File: config.mk
export PLATFORM = sky130hd
export DESIGN_NAME = xor_cipher_cfg_rx
export DESIGN_NICKNAME = d
export VERILOG_FILES = /design/src/rtl/xor_cipher_pkg.sv /design/src/rtl/xor_cfg_shift_reg.sv /design/src/rtl/xor_cipher_cfg_rx.sv
export SDC_FILE = /design/constraint.sdc
export NUM_CORES = 1
export LEC_CHECK = 0
export CORE_MARGIN = 5
export CORE_UTILIZATION = 26
export DETAILED_ROUTE_END_ITERATION = 6
export GPL_ROUTABILITY_DRIVEN = 0
export SYNTH_ARGS = -nofsm -noshare
export SYNTH_HDL_FRONTEND = slang
export SYNTH_SLANG_ARGS = --single-unit
export TNS_END_PERCENT = 30
File: constraint.sdc
create_clock -name clk -period 2.4 [get_ports clk]
set_input_delay 0.36 -clock clk [delete_from_list [all_inputs] [get_ports clk]]
set_output_delay 0.36 -clock clk [all_outputs]
set_load 0.01 [all_outputs]
File: src/rtl/xor_cipher_pkg.sv
// Shared definitions for the XOR-cipher configuration receiver.
//  - cfg_width(m): frame width for an m-bit LFSR pair (4*m+2).
//  - Field offsets within the frame word for the default M=32 build.
//  - FSM state encoding.
package xor_cipher_pkg;

    localparam int unsigned CFG_M = 32;

    function automatic int unsigned cfg_width(input int unsigned m);
        return 4 * m + 2;
    endfunction

    localparam int unsigned MUX_EXT_A_BIT = 4 * CFG_M + 1;
    localparam int unsigned MUX_EN_D_BIT  = 4 * CFG_M;
    localparam int unsigned TX_TAPS_LSB   = 3 * CFG_M;
    localparam int unsigned TX_STATE_LSB  = 2 * CFG_M;
    localparam int unsigned RX_TAPS_LSB   = CFG_M;
    localparam int unsigned RX_STATE_LSB  = 0;

    typedef enum logic {
        ST_IDLE  = 1'b0,
        ST_SHIFT = 1'b1
    } cfg_state_e;

endpackage

File: src/rtl/xor_cfg_shift_reg.sv
// W-bit right-shift register: serial data enters at the MSB, the LSB is exposed
// as a tap for daisy-chaining.
//  clk, rst : clock, synchronous active-high reset
//  en       : shift enable
//  din      : serial input
//  q        : parallel contents
//  tap      : q[0]
module xor_cfg_shift_reg #(
    parameter int unsigned W = 130
) (
    input  logic         clk,
    input  logic         rst,
    input  logic         en,
    input  logic         din,
    output logic [W-1:0] q,
    output logic         tap
);

    always_ff @(posedge clk) begin
        if (rst) begin
            q <= '0;
        end else if (en) begin
            q <= {din, q[W-1:1]};
        end
    end

    assign tap = q[0];

endmodule

File: src/rtl/xor_cipher_cfg_rx.sv
// Serial configuration receiver for the dual-XOR LFSR cipher.
// Deserialises a 4*M+2-bit frame (LSB first) into a shadow register and commits
// it to the active register only when exactly W bits were received.
//  clk, rst       : clock, synchronous active-high reset
//  cfg_en, cfg_i  : frame strobe and serial data
//  cfg_o          : shadow[0], for chaining another receiver
//  ld             : one-cycle pulse on commit
//  cfg_valid      : a frame has committed since reset
//  cfg_err        : sticky, last frame had the wrong length
//  busy           : receiving a frame
//  mux_ext_a .. rx_lfsr_state : fields of the active configuration
module xor_cipher_cfg_rx
    import xor_cipher_pkg::*;
#(
    parameter int unsigned         M           = 32,
    parameter int unsigned         CNT_W       = 11,
    parameter logic [4*M+1:0]      DEFAULT_CFG = '0
) (
    input  logic         clk,
    input  logic         rst,
    input  logic         cfg_en,
    input  logic         cfg_i,
    output logic         cfg_o,
    output logic         ld,
    output logic         cfg_valid,
    output logic         cfg_err,
    output logic         busy,
    output logic         mux_ext_a,
    output logic         mux_en_d,
    output logic [M-1:0] tx_lfsr_taps,
    output logic [M-1:0] tx_lfsr_state,
    output logic [M-1:0] rx_lfsr_taps,
    output logic [M-1:0] rx_lfsr_state
);

    localparam int unsigned W = cfg_width(M);
    // Counter stops one past W so an overrun can never alias to a valid length.
    localparam logic [CNT_W-1:0] CNT_FULL = CNT_W'(W);
    localparam logic [CNT_W-1:0] CNT_SAT  = CNT_W'(W + 1);

    cfg_state_e       state, state_d;
    logic [CNT_W-1:0] count, count_d;
    logic [W-1:0]     active, active_d;
    logic [W-1:0]     shadow;
    logic             ld_d, cfg_valid_d, cfg_err_d;

    // Shadow shifts on every enabled cycle regardless of FSM state.
    xor_cfg_shift_reg #(
        .W (W)
    ) u_shift (
        .clk (clk),
        .rst (rst),
        .en  (cfg_en),
        .din (cfg_i),
        .q   (shadow),
        .tap (cfg_o)
    );

    // State, counter and commit registers.
    always_ff @(posedge clk) begin
        if (rst) begin
            state     <= ST_IDLE;
            count     <= '0;
            active    <= DEFAULT_CFG;
            ld        <= 1'b0;
            cfg_valid <= 1'b0;
            cfg_err   <= 1'b0;
        end else begin
            state     <= state_d;
            count     <= count_d;
            active    <= active_d;
            ld        <= ld_d;
            cfg_valid <= cfg_valid_d;
            cfg_err   <= cfg_err_d;
        end
    end

    // Next-state, bit counting and end-of-frame commit decision.
    always_comb begin
        state_d     = state;
        count_d     = count;
        active_d    = active;
        ld_d        = 1'b0;
        cfg_valid_d = cfg_valid;
        cfg_err_d   = cfg_err;
        case (state)
            ST_IDLE: begin
                if (cfg_en) begin
                    state_d = ST_SHIFT;
                    count_d = CNT_W'(1);
                end
            end
            ST_SHIFT: begin
                if (cfg_en) begin
                    if (count != CNT_SAT) begin
                        count_d = count + CNT_W'(1);
                    end
                end else begin
                    state_d = ST_IDLE;
                    count_d = '0;
                    if (count == CNT_FULL) begin
                        active_d    = shadow;
                        ld_d        = 1'b1;
                        cfg_valid_d = 1'b1;
                        cfg_err_d   = 1'b0;
                    end else begin
                        cfg_err_d = 1'b1;
                    end
                end
            end
            default: state_d = ST_IDLE;
        endcase
    end

    assign busy = (state == ST_SHIFT);

    // Fields come only from the committed word, so they hold steady mid-frame.
    assign mux_ext_a     = active[4*M+1];
    assign mux_en_d      = active[4*M];
    assign tx_lfsr_taps  = active[4*M-1:3*M];
    assign tx_lfsr_state = active[3*M-1:2*M];
    assign rx_lfsr_taps  = active[2*M-1:M];
    assign rx_lfsr_state = active[M-1:0];

endmodule

## Word-level counts from Yosys, hierarchy flattened

Index checks and enable logic that the tools add are counted.

- Logic and storage cells: 25
- Output and inout port bits: 135
- Flip-flop bits (word level): 275
- Input port bits: 4

- Bitwise operators: 2
- Eq/ne operators: 4
- Reductions and logical operators: 4
- Add/sub/neg operators: 1
- Muxes and demuxes: 7

Operators by type and width:

| kind | number |
|---|---|
| 11-bit 2-to-1 mux | 3 |
| 11-bit case mux with 2 select lines | 1 |
| 11-bit by 1-bit adder with 11-bit output (second input constant) | 1 |
| 11-bit by 8-bit equality test with 1-bit output (second input constant) | 1 |
| 11-bit by 8-bit inequality test with 1-bit output (second input constant) | 1 |
| 2-bit AND reduction | 2 |
| 1-bit 2-to-1 mux | 3 |
| 3-bit by 2-bit inequality test with 1-bit output (second input constant) | 1 |
| 3-bit AND reduction | 1 |
| 3-bit OR reduction | 1 |
| 2-bit inequality test (second input constant) | 1 |
| 1-bit inverter | 2 |

## Logic depth before layout (Yosys ltp)

- Depth after elaboration: 4
- Depth in mapped cells: 9
- Mapped depth without buffers: 6

## By module

A second synthesis with hierarchy kept.

- Cell total of the unflattened synthesis: 1071
- Area total of the unflattened synthesis: 10628.9 sq um

Modules (own cells, without submodules):

| module | seq. area each (sq um) | cells each | area each (sq um) | instances |
|---|---|---|---|---|
| xor_cipher_cfg_rx | 2902.8 | 651 | 5925.7 | 1 |
| xor_cfg_shift_reg | 2602.5 | 420 | 4703.3 | 1 |

## Worst setup path before layout

OpenSTA, ideal clock, no wires.

- Kind: register to register
- From: register count[0]
- To: register active[30]
- Arrival time: 1.717 ns
- Buffers on the path: 3
- Cell stages (with the launch flop): 10
- Path slack: 0.567 ns
- Cells stage by stage: dfxtp_1 > inv_1 > ha_1 > nor2b_1 > and4_1 > and2_1 > buf_4 > buf_8 > buf_8 > a22o_1

- Word-level cells in the longest chain between the ends: 2

Ends and longest elaborated chain:

| what | RTL line | RTL |
|---|---|---|
| start: declaration | xor_cipher_cfg_rx.sv:42 | `logic [CNT_W-1:0] count, count_d;` |
| start signal: assignment | xor_cipher_cfg_rx.sv:70 | `count <= count_d;` |
| 11-bit by 8-bit equality test with 1-bit output | xor_cipher_cfg_rx.sv:101 | `if (count == CNT_FULL) begin` |
| 3-bit AND reduction (no source line) | -- |  |
| end signal: assignment | xor_cipher_cfg_rx.sv:71 | `active <= active_d;` |
| end: declaration | xor_cipher_cfg_rx.sv:43 | `logic [W-1:0] active, active_d;` |

Every way passes these cells.
A chain may end at the register's enable or synchronous reset.

## Final worst setup path

- From: register count[0]
- To: register active[108]

Same word-level chain as after synthesis.

==> flow_metrics.py <==
metrics = {
    "layout": {
        "final_util_pct": 34.0,
        "drive_gt1_share_pct": 6.28,
        "antennaDiodeCount": 0,
        "area_delta_synth_final_pct": 29.4,
        "fin_nets": 927,
        "nFillCells": 3529,
        "layout_common_cells": "dfxtp_1, nor2_1, clkdlybuf4s50_1",
        "layout_commonest_cell": "dfxtp_1",
    },
    "clocking": {
        "clkSinkCount": 275,
        "clk_path_buf_depth": 3,
        "cts_buffers": 29,
        "cts_tree": "done",
        "cts_root_buffer": "clkbuf_16",
        "cts_resized": 0,
        "clk_pin_slew_ns": 0.06,
        "clock_latency_ns": 0.54,
        "cts-hold-fix-buffers": 0,
        "cts_setup_buffers": 0,
        "cts_max_level": 1,
    },
    "worst_hold_path": {
        "worstHoldPathCells": 2,
        "hold_path_class": "input pin to flop",
        "min_to": "count[8]",
        "hp-start": "rst",
    },
    "critical_path": {
        "crit_chain": "inv_1 -> ha_1 -> nor2b_1 -> and4_1 -> and2_4 -> buf_12 -> a22o_1",
        "path_class": "flop to flop",
        "crit_slowest_cell": "dfxtp_1",
        "cp_slowest_stage_delay_ns": 0.43,
        "end_kind": "flop",
        "r2r_end": "active[108]",
        "worstPathRequired_ns": 2.82,
        "crit_arrival_ns": 2.49,
        "cp_max_fo": 102,
        "critical-path-top-delay-family": "simple AND/OR/NAND/NOR gates",
        "rr_startpoint": "count[0]",
        "worst-r2r-cell-count": 7,
        "r2r_slack_ns": 0.33,
        "crit_buf_inv": 2,
        "worstSetupStartpointType": "flop",
    },
    "drt": {
        "drc": 0,
        "vias_per_cell": 4.46,
        "drtIter0Drc": 248,
        "ant_nets": 0,
        "wl_mm": 19.4,
        "num_vias": 6247,
        "wire_per_inst_um": 13.9,
        "dr.pass1.iters": 4,
    },
    "sta": {
        "setup_violations": 0,
        "layout_min_cycle_time_ns": 2.07,
        "rsz0062_at_grt": "no",
        "fmax_mhz": 484,
        "hold_violations": 0,
        "max_slew.worst_pin.slew_ns": 0.820,
        "hold_ws_ns": 0.103,
        "relSlewSlack_pct": 45.3,
        "drv_slew": 0,
        "skew_ns": 0.0157,
        "fin_crit_sh_pct": 86.1,
        "tns_ns": 0,
    },
    "grt": {
        "antenna_found_initial": 0,
        "gr-total-overflow": 0,
        "grt_pass1_vias": 6165,
        "grt_pass1_wl_mm": 32.7,
        "grt_use_total_pct": 9.73,
        "grt_max_degree": 103,
    },
    "logic_synthesis": {
        "synth_nets": 811,
        "synth-seq-cells": 275,
        "synth_area_per_cell_um2": 11.5,
        "synth.distinct_cells": 33,
        "ys_seq_area_share_pct": 59.3,
        "yosys_warnings": 0,
        "synth_cells": 805,
        "syn_area_um2": 9290,
    },
    "floorplanning": {
        "die_w_um": 199,
        "ios": 139,
        "die_h_um": 199,
        "start_util_pct": 26.2,
        "core-area_um2": 35400,
        "dieArea_um2": 39600,
        "rows": 69,
    },
    "status": {
        "status": "complete, no violations",
    },
    "placement": {
        "numPortBuffers": 138,
        "hpwl_mm": 11.7,
    },
    "power": {
        "p_leak_nw": 4.76,
        "ir_drop_v": 0.000364,
        "power_density_nw_per_um2": 794,
        "finalPower_mw": 9.55,
    },
    "job": {
        "maxCapViolations": 0,
    },
}
-- worst register-to-register path: stages, from the launching register on --
cell and delay (ns):
dfxtp_1 0.43, inv_1 0.12, ha_1 0.21, nor2b_1 0.12, and4_1 0.25, and2_4 0.18, buf_12 0.18, a22o_1 0.46
-- where the power goes --
| part | internal, mW | total [mW] | switching, mW |
|---|---|---|---|
| Sequential | 4.57 | 4.58 | 0.00854 |
| Combinational | 0.0754 | 0.227 | 0.151 |
| Clock | 2.98 | 4.74 | 1.76 |
| Total | 7.62 | 9.55 | 1.92 |
-- stage by stage --
stage          instances  instance area, µm²  setup slack (ns)
6_report            1401               12000             0.335
5_1_grt             1401               12000             0.228
4_1_cts             1401               12000             0.351
3_5_place_dp        1351               11000             0.436
3_3_place_gp        1351               11000             0.488
2_1_floorplan        805                9290             0.567
-- cells by family (layout without fill, tap and decap cells) --
group / after synthesis / count (layout) / share of synthesized area, %
XOR/XNOR: 3 / 3 / 0.283
AND/OR/NAND/NOR: 180 / 180 / 8.20
multiplexers: 132 / 132 / 14.2
adder cells (fa/ha/maj): 2 / 2 / 0.269
AO/OA/AOI/OAI: 149 / 149 / 13.6
buffers and inverters: 64 / 199 / 4.18
flip-flops: 275 / 275 / 59.3
-- synthesized netlist by cell type, drive strengths merged --
cell type | n | area share (%)
a21oi | 5 | 0.27
o31ai | 1 | 0.081
ha | 2 | 0.27
inv | 3 | 0.12
xnor2 | 3 | 0.28
mux2i | 132 | 14
nor4b | 1 | 0.16
nor3 | 6 | 0.32
nor2b | 4 | 0.27
a22o | 130 | 12
a22oi | 2 | 0.16
a21o | 1 | 0.081
nand2 | 9 | 0.36
o21ai | 4 | 0.22
a41oi | 1 | 0.094
nand4 | 2 | 0.13
buf | 38 | 3.1
and2 | 2 | 0.13
clkbuf | 23 | 0.93
nor2 | 142 | 5.7
dfxtp | 275 | 59
o21a | 3 | 0.24
nand3 | 7 | 0.38
and4 | 2 | 0.19
o22ai | 1 | 0.067
nand3b | 1 | 0.081
and3 | 2 | 0.13
a221o | 1 | 0.11
nor4 | 2 | 0.30
-- flip-flops by register name, summed over array words and instances, names as in the netlist --
register / cells
active: 130
ld: 1
cfg_valid: 1
cfg_err: 1
busy: 1
u_shift.q: 130
count: 11
-- cell type report --
cell class	count	area [µm²]	area share, %
well taps	461	577	4.80
flip-flops and latches	275	5510	45.8
repair buffers	146	1500	12.5
inverters	3	11.3	0.0937
clock inverters	8	165	1.37
multi-input cells	466	3410	28.3
clock buffers	42	855	7.11
-- how the worst max path moves through the flow --
stage / start / to / slack, ns / cells past startpoint
2_1_floorplan: count[0] / active[30] / 0.57 / 9
3_3_place_gp: count[7] / active[66] / 0.49 / 5
3_5_place_dp: count[7] / active[68] / 0.44 / 5
4_1_cts: busy / busy / 0.35 / 1
5_1_grt: count[7] / active[53] / 0.23 / 5
6_report: count[0] / active[108] / 0.33 / 7
-- metal layers --
layer	routed length, µm	GRT usage (%)
met3	1430	2.91
met5	0	0
met1	9220	13.5
met2	8310	14.6
met4	452	3.04
No activity file was read; power rests on OpenSTA's default activity.
